**src/rtl/bounce_axis_ctrl.sv**
```systemverilog
// Purpose : single-axis bounce controller; issues one bounded-position request per frame_tick.
// Latency : frame_tick at edge E -> pos/speed/done/hit visible after edge E+2+LATENCY.
// Backpressure: none; a frame_tick while busy is dropped and recorded in the sticky overrun flag.
//
// Ports:
//   CLK, RST_N                 clock, async active-low reset
//   frame_tick, init           update request / synchronous load of init_pos, init_speed
//   init_pos, init_speed       load values (position unsigned, speed two's complement)
//   lower_bound, upper_bound   boundaries, forwarded via req_boundary
//   req_valid/dir/speed/boundary/pos   request to the bounded-position pipeline
//   resp_pos                   pipeline answer, valid LATENCY edges after the request edge
//   pos, speed                 registered axis state
//   busy, done, hit, hit_side, overrun  status
module bounce_axis_ctrl #(
  parameter int POS_LOG_SIZE = 10,
  parameter int LATENCY      = 2
) (
  input  logic                    CLK,
  input  logic                    RST_N,
  input  logic                    frame_tick,
  input  logic                    init,
  input  logic [POS_LOG_SIZE-1:0] init_pos,
  input  logic [POS_LOG_SIZE-1:0] init_speed,
  input  logic [POS_LOG_SIZE-1:0] lower_bound,
  input  logic [POS_LOG_SIZE-1:0] upper_bound,
  output logic                    req_valid,
  output logic                    req_dir,
  output logic [POS_LOG_SIZE-1:0] req_speed,
  output logic [POS_LOG_SIZE-1:0] req_boundary,
  output logic [POS_LOG_SIZE-1:0] req_pos,
  input  logic [POS_LOG_SIZE-1:0] resp_pos,
  output logic [POS_LOG_SIZE-1:0] pos,
  output logic [POS_LOG_SIZE-1:0] speed,
  output logic                    busy,
  output logic                    done,
  output logic                    hit,
  output logic                    hit_side,
  output logic                    overrun
);

  typedef enum logic [1:0] {
    S_IDLE   = 2'd0,
    S_ISSUE  = 2'd1,
    S_WAIT   = 2'd2,
    S_UPDATE = 2'd3
  } state_t;

  localparam logic [3:0] LP_WAIT_LOAD = 4'(LATENCY - 1);
  localparam logic [POS_LOG_SIZE-1:0] LP_MOST_NEG = {1'b1, {(POS_LOG_SIZE-1){1'b0}}};
  localparam logic [POS_LOG_SIZE-1:0] LP_MOST_POS = {1'b0, {(POS_LOG_SIZE-1){1'b1}}};
  localparam logic [POS_LOG_SIZE-1:0] LP_ONE      = POS_LOG_SIZE'(1);

  state_t                  r_state;
  state_t                  w_state_nxt;
  logic [3:0]              r_wait_cnt;
  logic [POS_LOG_SIZE-1:0] r_result;
  logic [POS_LOG_SIZE-1:0] r_pos;
  logic [POS_LOG_SIZE-1:0] r_speed;
  logic                    r_done;
  logic                    r_hit;
  logic                    r_hit_side;
  logic                    r_overrun;

  logic                    w_req_dir;
  logic [POS_LOG_SIZE-1:0] w_boundary;
  logic                    w_hit;
  logic [POS_LOG_SIZE-1:0] w_neg_speed;

  // Zero speed counts as moving toward the upper bound.
  assign w_req_dir   = ~r_speed[POS_LOG_SIZE-1];
  assign w_boundary  = w_req_dir ? upper_bound : lower_bound;
  // A stationary axis resting on a bound is not a contact.
  assign w_hit       = (r_result == w_boundary) && (r_speed != '0);
  // Negating the most-negative value would overflow back to itself; clamp instead.
  assign w_neg_speed = (r_speed == LP_MOST_NEG) ? LP_MOST_POS : (~r_speed + LP_ONE);

  // State register
  always_ff @(posedge CLK or negedge RST_N) begin
    if (!RST_N) begin
      r_state <= S_IDLE;
    end else begin
      r_state <= w_state_nxt;
    end
  end

  // Next-state logic; init overrides everything and abandons any in-flight request.
  always_comb begin
    w_state_nxt = r_state;
    case (r_state)
      S_IDLE:   if (frame_tick) w_state_nxt = S_ISSUE;
      S_ISSUE:  w_state_nxt = S_WAIT;
      S_WAIT:   if (r_wait_cnt == 4'd0) w_state_nxt = S_UPDATE;
      S_UPDATE: w_state_nxt = S_IDLE;
      default:  w_state_nxt = S_IDLE;
    endcase
    if (init) w_state_nxt = S_IDLE;
  end

  // Datapath and status registers
  always_ff @(posedge CLK or negedge RST_N) begin
    if (!RST_N) begin
      r_wait_cnt <= '0;
      r_result   <= '0;
      r_pos      <= '0;
      r_speed    <= '0;
      r_done     <= 1'b0;
      r_hit      <= 1'b0;
      r_hit_side <= 1'b0;
      r_overrun  <= 1'b0;
    end else begin
      r_done <= 1'b0;
      r_hit  <= 1'b0;
      if (init) begin
        r_pos      <= init_pos;
        r_speed    <= init_speed;
        r_overrun  <= 1'b0;
        r_wait_cnt <= '0;
      end else begin
        if (frame_tick && (r_state != S_IDLE)) r_overrun <= 1'b1;
        case (r_state)
          S_ISSUE: r_wait_cnt <= LP_WAIT_LOAD;
          S_WAIT: begin
            if (r_wait_cnt == 4'd0) r_result <= resp_pos;
            else                    r_wait_cnt <= r_wait_cnt - 4'd1;
          end
          S_UPDATE: begin
            r_pos  <= r_result;
            r_done <= 1'b1;
            if (w_hit) begin
              r_hit      <= 1'b1;
              r_hit_side <= w_req_dir;
              r_speed    <= w_neg_speed;
            end
          end
          default: ;
        endcase
      end
    end
  end

  // req_* come straight from pos/speed, which cannot change between ISSUE and UPDATE.
  assign req_valid    = (r_state == S_ISSUE);
  assign req_dir      = w_req_dir;
  assign req_speed    = r_speed;
  assign req_boundary = w_boundary;
  assign req_pos      = r_pos;
  assign pos          = r_pos;
  assign speed        = r_speed;
  assign busy         = (r_state != S_IDLE);
  assign done         = r_done;
  assign hit          = r_hit;
  assign hit_side     = r_hit_side;
  assign overrun      = r_overrun;

endmodule

```
**config.mk**
```make
export PLATFORM = sky130hd
export DESIGN_NAME = bounce_axis_ctrl
export DESIGN_NICKNAME = d
export VERILOG_FILES = /design/src/rtl/bounce_axis_ctrl.sv
export SDC_FILE = /design/constraint.sdc
export NUM_CORES = 1
export LEC_CHECK = 0
export CORE_ASPECT_RATIO = 2
export CORE_UTILIZATION = 42
export DETAILED_ROUTE_END_ITERATION = 10
export PLACE_DENSITY = 0.84
export SLEW_MARGIN = 20
export SYNTH_ARGS = -nofsm -noshare
export SYNTH_HDL_FRONTEND = slang
export SYNTH_SLANG_ARGS = --single-unit
```
**constraint.sdc**
```tcl
create_clock -name CLK -period 4.3 [get_ports CLK]
set_input_delay 0.43 -clock CLK [delete_from_list [all_inputs] [get_ports CLK]]
set_output_delay 0.43 -clock CLK [all_outputs]
set_load 0.02 [all_outputs]
```
Yosys cells after proc, flatten, opt, wreduce, memory -nomap -nowiden. Cells that the tools add are included.

Bitwise gates (word level): 3. Equal/unequal tests: 8. Muxes and demuxes: 21. Add/sub/neg operators: 2. Reductions and logical operators: 15.

Operator list (number): 10-bit 2-to-1 mux (7); 10-bit by 1-bit adder with 10-bit output, second input constant (1); 10-bit equality test (1); 10-bit equality test, second input constant (1); 10-bit inverter (1); 10-bit nonzero test (1); 3-bit != test, second input constant (3); 4-bit 2-to-1 mux (2); 2-bit case mux with 4 select lines (1); 4-bit case mux with 2 select lines (1); 2-bit nonzero test (4); 1-bit 2-to-1 mux (7); 2-bit 2-to-1 mux (3); 2-bit AND reduction (3); 3-bit AND reduction (2); 2-bit equality test, second input constant (2); 4-bit logical NOT (1); 4-bit by 1-bit subtractor with 4-bit output, second input constant (1); 3-bit nonzero test (1); 2-bit by 1-bit equality test with 1-bit output, second input constant (1); 1-bit logical AND (2); 2-bit logical NOT (1); 1-bit inverter (2).

Bits in registers: 40. Output and inout bits: 57.

Longest topological paths before layout.
Depth after elaboration: 6. Gate-level depth with buffers: 9.

Worst setup path before layout. No wires, ideal clock.

Path kind: flip-flop to flip-flop. From: register r_speed[9], in the netlist req_speed[9]. To: register r_hit_side, in the netlist hit_side. Buffers on the path: 2. Arrival time: 2313 ps. Stages on the path, launching flop included: 9. Path slack: 1859 ps. Required time: 4172 ps. Clock period less this slack: 2441 ps. Cell sequence: dfrtp_1 buf_6 mux2_4 xor2_2 nor4_4 and3_1 buf_6 nor2b_4 mux2_1.

Word-level cells in the longest chain between the ends: 4. Elaborated cells on any way between the ends: 6. Those cells by class: 1 x eq/ne; 1 x mux; 1 x bitwise; 3 x reduce/logical.

RTL lines: from (decl) (line 58) `logic [POS_LOG_SIZE-1:0] r_speed;`; from (signal assigned) (line 115) `r_speed <= init_speed;`; from (signal assigned) (line 132) `r_speed <= w_neg_speed;`; 10-bit 2-to-1 mux (line 71) `assign w_boundary = w_req_dir ? upper_bound : lower_bound;`; named net req_boundary[0] (line 29) `output logic [POS_LOG_SIZE-1:0] req_boundary,`; 10-bit equality test (line 73) `assign w_hit = (r_result == w_boundary) && (r_speed != '0);`; 1-bit logical AND (line 73); 3-bit AND reduction (no line); to (signal assigned) (line 131) `r_hit_side <= w_req_dir;`; to (decl) (line 61) `logic r_hit_side;`.

The timed path passes the listed nets, and every way through them passes these cells. A chain may end at the register's enable or synchronous reset.

Worst setup path after layout.
From: register r_speed[9], in the netlist req_speed[9]. To: register r_hit_side, in the netlist hit_side.

Word-level cells in the longest chain between the ends: 4. Elaborated cells on any way between the ends: 6. Those cells by class: 1 x eq/ne; 1 x mux; 1 x bitwise; 3 x reduce/logical.

RTL lines (line): 10-bit 2-to-1 mux (71); 10-bit equality test (73); 1-bit logical AND (73); 3-bit AND reduction (no line).

Several ways; a longest one is shown, not always the timed one.

==> flow_metrics.py <==
metrics = {
    "power_and_ir_drop": {
        "p_total_mw": 1.54,
        "ir_worst_vdd_v": 0.000353,
        "p_per_area_mw_per_mm2": 426,
        "leakage_nw": 1.48,
    },
    "clock_tree": {
        "clkSinkCount": 40,
        "cts_buffers": 5,
        "ctsResizeCount": 0,
        "cts-root-buf": "clkbuf_16",
        "cts_setup_buffers": 0,
        "cts_tree": "done",
        "cts.clk_slew.worst_paths_ns": 0.06,
        "htree_levels": 2,
        "hold_buffers": 0,
        "clk_latency_ns": 0.28,
        "cts_buffer_depth": 2,
    },
    "critical_path": {
        "cp_slowest_stage_delay_ns": 0.79,
        "path_class": "reg -> reg",
        "worstSetupEndpointType": "register",
        "startpoint_type": "register",
        "critPathMaxFanout": 16,
        "cp.arrival_ns": 3.00,
        "cp_slowest_cell": "dfrtp_1",
        "path_cells": "mux2_4 > xor2_1 > a2111oi_0 > and3_1 > nor2b_4 > mux2_1",
        "cp_data_required_time_ns": 4.46,
    },
    "floorplan": {
        "die_w_um": 56.5,
        "die_y_um": 111,
        "pin_count": 111,
        "initial_utilization": 0.437,
        "row_count": 39,
        "core-area_mm2": 0.00571,
        "design.die.area_mm2": 0.00628,
    },
    "global_routing": {
        "track_usage": 0.219,
        "grt_max_degree": 53,
        "top_usage_layer": "met2",
        "grt.met1_usage": 0.230,
        "grt_pass1_wl_um": 10800,
        "grt_pass1_vias": 2250,
        "overflow": 0,
        "antenna_found_initial": 0,
        "use_met2": 0.395,
        "grt_use_met3": 0.0338,
    },
    "placed_design": {
        "portBuffers": 110,
        "hpwl_um": 4880,
        "place_ws_ns": 1.43,
        "gp_congestion": 0.810,
        "post-place-cells": 385,
    },
    "timing": {
        "fin_crit_sh": 0.659,
        "hold_viol_final": 0,
        "fin_tns_setup_ns": 0,
        "finalClockSkew_ns": 0.00393,
        "setup_viol": 0,
        "finalCriticalPeriod_ns": 2.83,
        "slew_headroom": 0.389,
        "fmax_ghz": 0.353,
        "worst_pin_slew_ns": 0.912,
        "rsz0062_at_grt": "false",
        "setup_slack_ns": 1.47,
        "drv_slew": 0,
    },
    "drt": {
        "dr.first_iter.drc_count": 11,
        "via_count": 2126,
        "drc": 0,
        "wl_um": 6410,
        "routedWlPerCell_um": 16.3,
        "route.detailed.vias_per_inst": 5.41,
        "drt-pass1-iter-count": 4,
        "drtAntennaViolNets": 0,
    },
    "yosys": {
        "postSynthAreaPerCell_um2": 10.3,
        "syn_inst": 243,
        "ys_types": 50,
        "synth_nets": 304,
        "ys.flop_type": "dfrtp_1",
        "synth_edf_count": 0,
        "synth_seq_cells": 40,
        "async_flop_share": 1.00,
        "syn_area_mm2": 0.00250,
        "yosysSeqAreaShare": 0.401,
        "synth_warnings": 0,
    },
    "layout": {
        "fin_nets": 392,
        "areaGrowthSynthToFinish_pct": 44.6,
        "final_util": 0.632,
        "final_layout_size_suffix_gt1_frac": 0.108,
        "final_common_cell": "clkdlybuf4s50_1",
        "final_cell_mix": "clkdlybuf4s50_1 (108), dfrtp_1 (40), nand2_1 (21), mux2_2 (15), o21ai_0 (15)",
        "n_fill_cell": 466,
        "antennaDiodeCount": 0,
        "stdcell_count": 393,
    },
    "run": {
        "max-cap-violations": 0,
    },
    "status": {
        "outcome": "complete, no violations",
    },
    "worst_hold_path": {
        "min_path_type": "in -> async",
    },
}
## per-layer routing
metal  share of wire  wire length (µm)  up-vias
met3           0.039               249       25
met1            0.34              2190     1013
met2            0.57              3670       81
met4           0.047               302        0
met5               0                 0        -
li1                -                 -     1007
## final cells by class
| cell class | count | area, µm² | share of cell area |
|---|---|---|---|
| tap | 61 | 76.3 | 0.0211 |
| timing repair buffer | 110 | 1090 | 0.302 |
| multi-input combinational | 161 | 1250 | 0.345 |
| inverter | 13 | 48.8 | 0.0135 |
| clock buffer | 8 | 146 | 0.0405 |
| sequential | 40 | 1000 | 0.277 |
## Yosys cell counts, drive strengths merged, types with 3 or more instances
cell type	number	area, µm²
nand2	21	78.8
a221oi	3	26.3
inv	13	48.8
o21ai	15	75.1
o31ai	4	30.0
nor4	3	33.8
a211oi	5	37.5
mux2i	11	110
or4	3	26.3
xor2	10	95.1
ha	7	87.6
nor3	8	56.3
a21oi	7	35.0
clkbuf	5	18.8
dfrtp	40	1000
buf	24	181
mux2	21	255
nor2b	8	57.6
nor2	11	41.3
## path summary, 6_finish.rpt
| path | to | cells after the start | start | slack (ns) |
|---|---|---|---|---|
| worst max-delay path | hit_side | 6 | req_speed[9] | 1.47 |
| worst min-delay path | r_result[9] | 1 | RST_N | 0.28 |
| worst max register to register | hit_side | 6 | req_speed[9] | 1.47 |
| worst min register to register | overrun | 2 | overrun | 0.51 |
| max in group asynchronous | req_speed[6] | 1 | RST_N | 3.46 |
| min in group CLK | overrun | 2 | overrun | 0.51 |
## metrics by stage
step                hold slack [ns]  area, µm²
global placement              0.484       3460
floorplan                     0.134       2500
CTS                           0.314       3610
detailed placement            0.502       3460
finish                        0.284       3610
global route                  0.358       3610
## worst max-delay path, delay by kind of cell (launching register included)
family / cells / cell delay [ns]
mux: 2 / 0.68
xor+xnor: 1 / 0.16
compound gates: 1 / 0.53
flops: 1 / 0.79
simple gates: 2 / 0.55
## registers in the layout, summed over array words and instances, names as in the netlist
register    count
done            1
hit             1
hit_side        1
overrun         1
pos            10
r_result       10
r_state         2
r_wait_cnt      4
req_speed      10
## cell families (layout without fill, tap and decap cells)
group                      after synthesis  count (layout)  synth area share
AOI/OAI and AO/OA                       46              46             0.121
xor gates and xnor gates                10              10            0.0381
adders and majority gates                7               7            0.0351
muxes                                   32              32             0.146
and+or+nand+nor                         66              66             0.159
buffers and inverters                   42             131            0.0997
DFF                                     40              40             0.401
## power by group
part / total, mW / switching (mW) / internal, mW
clock network: 0.374 / 0.143 / 0.231
registers: 0.558 / 0.0959 / 0.462
logic: 0.607 / 0.296 / 0.311
(Power assumes the default switching activity.)
